File: config.mk
export PLATFORM = sky130hd
export DESIGN_NAME = down_counter_timer_flat
export DESIGN_NICKNAME = d
export VERILOG_FILES = /design/src/rtl/down_counter_timer_pkg.sv /design/src/rtl/down_counter_timer_if.sv /design/src/rtl/down_counter_timer.sv /design/src/flat_wrapper.sv
export SDC_FILE = /design/constraint.sdc
export NUM_CORES = 1
export LEC_CHECK = 0
export BUFFER_PORTS_ARGS = -buffer_cell sky130_fd_sc_hd__buf_2
export CORE_AREA = 5 5 42 44
export CTS_CLUSTER_SIZE = 30
export DETAILED_ROUTE_END_ITERATION = 12
export DIE_AREA = 0 0 47 49
export HOLD_SLACK_MARGIN = 0.06
export PLACE_DENSITY_LB_ADDON = 0.25
export SLEW_MARGIN = 30
export SYNTH_ARGS = -nofsm -noshare
export SYNTH_HDL_FRONTEND = slang
export SYNTH_SLANG_ARGS = --single-unit
File: constraint.sdc
create_clock -name clk -period 2.21 [get_ports clk]
set_clock_uncertainty 0.05 [all_clocks]
set_input_delay 0.1105 -clock clk [delete_from_list [all_inputs] [get_ports clk]]
set_output_delay 0.1105 -clock clk [all_outputs]
set_load 0.03 [all_outputs]
File: src/rtl/down_counter_timer_pkg.sv
// Shared types for the loadable down-counter timer.
package down_counter_pkg;

   localparam int unsigned DEFAULT_WIDTH = 4;

   typedef enum logic {
      StIdle,
      StRun
   } state_e;

endpackage

File: src/rtl/down_counter_timer_if.sv
// Control/status bundle for down_counter_timer; the slave modport is the timer side.
interface down_counter_timer_if
   import down_counter_pkg::*;
#(
   parameter int unsigned WIDTH = DEFAULT_WIDTH
);

   logic             load;
   logic [WIDTH-1:0] load_val;
   logic             start;
   logic             stop;
   logic             en;
   logic [WIDTH-1:0] count;
   logic             busy;
   logic             done;

   modport master (
      output load, load_val, start, stop, en,
      input  count, busy, done
   );

   modport slave (
      input  load, load_val, start, stop, en,
      output count, busy, done
   );

endinterface

File: src/rtl/down_counter_timer.sv
// Loadable start/stop down-counter with a one-cycle done pulse at terminal count.
// Define DOWN_COUNTER_TIMER_AUTO_RELOAD_EN for periodic reload from the last loaded value.
module down_counter_timer
   import down_counter_pkg::*;
#(
   parameter int unsigned WIDTH = DEFAULT_WIDTH
) (
   input logic                 clk,
   input logic                 reset,
   down_counter_timer_if.slave bus
);

   state_e           state_q, state_d;
   logic [WIDTH-1:0] count_q, count_d;
   logic             done_q, done_d;
   logic             at_one;
   logic             at_zero;

`ifdef DOWN_COUNTER_TIMER_AUTO_RELOAD_EN
   logic [WIDTH-1:0] reload_q, reload_d;
   logic             periodic;
   assign periodic = (reload_q != '0);
`endif

   assign at_one  = (count_q == WIDTH'(1));
   assign at_zero = (count_q == '0);

   // State register
   always_ff @(posedge clk or posedge reset) begin
      if (reset) begin
         state_q  <= StIdle;
         count_q  <= '0;
         done_q   <= 1'b0;
`ifdef DOWN_COUNTER_TIMER_AUTO_RELOAD_EN
         reload_q <= '0;
`endif
      end else begin
         state_q  <= state_d;
         count_q  <= count_d;
         done_q   <= done_d;
`ifdef DOWN_COUNTER_TIMER_AUTO_RELOAD_EN
         reload_q <= reload_d;
`endif
      end
   end

   // Next-state logic: load > stop > start > decrement
   always_comb begin
      state_d = state_q;
      if (bus.load) begin
         state_d = StIdle;
      end else if (bus.stop) begin
         state_d = StIdle;
      end else begin
         unique case (state_q)
            StIdle: begin
               if (bus.start && !at_zero) state_d = StRun;
            end
            StRun: begin
`ifdef DOWN_COUNTER_TIMER_AUTO_RELOAD_EN
               if (bus.en && at_one && !periodic) state_d = StIdle;
`else
               if (bus.en && at_one) state_d = StIdle;
`endif
            end
            default: state_d = StIdle;
         endcase
      end
   end

   // Datapath and output logic
   always_comb begin
      count_d = count_q;
      done_d  = 1'b0;
`ifdef DOWN_COUNTER_TIMER_AUTO_RELOAD_EN
      reload_d = reload_q;
`endif
      if (bus.load) begin
         count_d = bus.load_val;
`ifdef DOWN_COUNTER_TIMER_AUTO_RELOAD_EN
         reload_d = bus.load_val;
`endif
      end else if (bus.stop) begin
         count_d = count_q;
      end else if (state_q == StIdle) begin
         // Starting from zero has nothing to count, so terminal count is immediate.
         if (bus.start && at_zero) done_d = 1'b1;
      end else if (bus.en) begin
         if (at_one) begin
            done_d = 1'b1;
`ifdef DOWN_COUNTER_TIMER_AUTO_RELOAD_EN
            count_d = reload_q;
`else
            count_d = '0;
`endif
         end else if (!at_zero) begin
            count_d = count_q - WIDTH'(1);
         end
      end
   end

   assign bus.count = count_q;
   assign bus.busy  = (state_q == StRun);
   assign bus.done  = done_q;

endmodule

File: src/flat_wrapper.sv
// flat-port wrapper written by rule: the top's interface ports become plain ports
module down_counter_timer_flat import down_counter_pkg::*;
#(
   parameter int unsigned WIDTH = DEFAULT_WIDTH
)
  (clk, reset, bus_load, bus_load_val, bus_start, bus_stop, bus_en, bus_count, bus_busy, bus_done);
  down_counter_timer_if #(.WIDTH(WIDTH)) bus_i ();
  input logic clk;
  input logic reset;
  input wire logic [$bits(bus_i.load)-1:0] bus_load;
  input wire logic [$bits(bus_i.load_val)-1:0] bus_load_val;
  input wire logic [$bits(bus_i.start)-1:0] bus_start;
  input wire logic [$bits(bus_i.stop)-1:0] bus_stop;
  input wire logic [$bits(bus_i.en)-1:0] bus_en;
  output wire logic [$bits(bus_i.count)-1:0] bus_count;
  output wire logic [$bits(bus_i.busy)-1:0] bus_busy;
  output wire logic [$bits(bus_i.done)-1:0] bus_done;
  assign bus_i.load = bus_load;
  assign bus_i.load_val = bus_load_val;
  assign bus_i.start = bus_start;
  assign bus_i.stop = bus_stop;
  assign bus_i.en = bus_en;
  assign bus_count = bus_i.count;
  assign bus_busy = bus_i.busy;
  assign bus_done = bus_i.done;
  down_counter_timer #(.WIDTH(WIDTH)) u_core (.clk(clk), .reset(reset), .bus(bus_i));
endmodule
==> impl_metrics.tcl <==
set metrics [dict create \
    outcome "finished, final reports clean" \
    cts_inserted_buffers 3 \
    worstSetupEndpointType "register" \
    cts_setup_buffers 0 \
    relSlewSlack 0.767 \
    postCtsHoldBufs 5 \
    vias 393 \
    power_density_nw_per_um2 556 \
    n_antenna_cell 0 \
    report.power.total_uw 316 \
    synth_area_um2 409 \
    dr_wl_met3_um 63 \
    wirelength_um 1040 \
    drc 0 \
    synth_area_per_cell_um2 9.30 \
    finalHoldViolations 0 \
    ys_warn_count 0 \
    startpoint "u_core.bus.count[1]" \
    fillers 152 \
    min_period_ns 1.81 \
    postRouteAntennaNets 0 \
    fmax_mhz 553 \
    place_ws_ns 0.418 \
    clock_sinks 6 \
    syn_inst 44 \
    cts_buffer_depth 2 \
    grt_max_degree 13 \
    met2_wirelength_um 541 \
    io_pins 16 \
    fin_ws_ns 0.400 \
    final_area_um2 569 \
    min_to "u_core.bus.busy" \
    cts_root_buf "clkbuf_4" \
    final-setup-viol-count 0 \
    async_reset_ff_frac 1.00 \
    port_buffers 15 \
    arrival_ns 1.89 \
    synth_area_leaders "dfrtp_1 (37%), ha_1 (9.2%), a21oi_1 (3.7%)" \
    r2r_cells 5 \
    hold_path_depth 3 \
    yosysMostFrequentCell "dfrtp_1" \
    gp_congestion 0.780 \
    synth_top_cell_area_share 0.367 \
    worstSetupStartpointType "register" \
    met1_length_um 439 \
    ir_drop_mv 0.356 \
    r2r_start "u_core.bus.count[1]" \
    nNetsFinal 80 \
    ys.flop_type "dfrtp_1" \
    syn_to_final_growth_pct 39.1 \
    hold_slack_ns 0.125 \
    r2r_setup_slack_ns 0.40 \
    die_area_um2 2300 \
    synth-seq-area-share 0.367 \
    synth_commonest_cells "dfrtp_1 (6), inv_1 (4), nor2_1 (4)" \
    worst-path-max-fanout 4 \
    grt_overflow_total 0 \
    grt_pass1_vias 384 \
    synth_top_cell_by_area "dfrtp_1" \
    start_util 0.292 \
    antenna_found_initial 0 \
    synth_nets 57 \
    hp-class "in2reg" \
    die_h_um 49 \
    die_w_um 47 \
    drtPass1Iterations 2 \
    core_um2 1400 \
    fin_setup_tns_ns 0 \
    fin_crit_sh 0.819 \
    crit_type "reg2reg" \
    maxCapViolCount 0 \
    slew_viol_final 0 \
    clk_latency_ns 0.24 \
    rsz0062_at_grt "false" \
    cts-resized-gates 0 \
    drt_iter0_markers 2 \
    power.leakage_uw 0.000287 \
    post_drt_via_cell_ratio 4.85 \
    grt.total_usage 0.103 \
    htreeDepth 1 \
    hp-start "bus_start" \
    dr.max_layer_used "met3" \
    drive_above_1_share 0.308 \
    wl_per_cell_um 12.9 \
    ys_ff_latch 6 \
    crit_required_ns 2.29 \
    cts_tree "done" \
    placed_cell_area_um2 497 \
    ys_types 26 \
    synth_edf_count 0 \
    reg2reg_to "u_core.bus.count[0]" \
    grt_pass1_wl_um 1710 \
    worstMarginPinSlew_ns 0.347 \
    fp-row-count 14 \
    clkSlewWorstSetupHoldPaths_ns 0.04 \
    hpwl_um 789 \
]
sequential cells by signal, summed over array words and instances (netlist names):
signal and flops:
u_core.bus.busy 1, u_core.bus.count 4, u_core.bus.done 1
stage by stage:
| stage | utilization | cells |
|---|---|---|
| finish | 0.406 | 81 |
| global route | 0.406 | 81 |
| CTS | 0.406 | 81 |
| detailed placement | 0.354 | 73 |
| global placement | 0.354 | 73 |
| floorplan | - | 44 |
cell type report:
class	instances	area (um2)	share of cell area
flip-flops and latches	6	150	0.264
inverters	4	15.0	0.0264
well taps	16	20.0	0.0352
repair buffers	20	125	0.220
clock buffers	3	22.5	0.0396
multi-input cells	32	236	0.415
critical path, stage by stage, from the launching register on:
cell      delay (ns)
dfrtp_1         0.39
inv_1           0.10
ha_1            0.23
or4b_4          0.51
nor4bb_1        0.15
o31a_1          0.28
routing by layer:
layer,vias up,GRT usage
met5,-,0
met4,0,0.0138
met3,0,0.0627
met2,10,0.163
met1,180,0.121
li1,203,-
placed cells by master (no fill, tap or decap), types with 2 or more instances in the layout:
cell type      instances
dfrtp_1                6
a21oi_1                3
nand2b_1               2
nand2_1                2
inv_1                  4
nor2_1                 4
dlygate4sd3_1          5
ha_1                   3
clkbuf_4               3
buf_2                 15
logic make-up after synthesis:
family          after synthesis  share of synthesized area
compound gates                9                      0.171
fa+ha+maj                     3                     0.0918
buf+inv                       6                     0.0550
flops                         6                      0.367
simple gates                 20                      0.315
worst max path at each step:
stage | endpoint | slack, ns | cells past startpoint
after floorplan | u_core.bus.count[0] | 0.27 | 5
after global placement | u_core.bus.count[0] | 0.42 | 5
after detailed placement | u_core.bus.count[0] | 0.42 | 5
after CTS | u_core.bus.count[0] | 0.40 | 5
after global routing | u_core.bus.count[0] | 0.31 | 5
final | u_core.bus.count[0] | 0.40 | 5
report_power, final:
| part | switching (uW) | internal (uW) | leakage (uW) |
|---|---|---|---|
| registers | 12.0 | 118 | 0.0000750 |
| logic | 48.9 | 36.2 | 0.000199 |
| clock network | 39.6 | 61.4 | 0.0000138 |
| total | 101 | 216 | 0.000287 |
(Power assumes the default switching activity.)
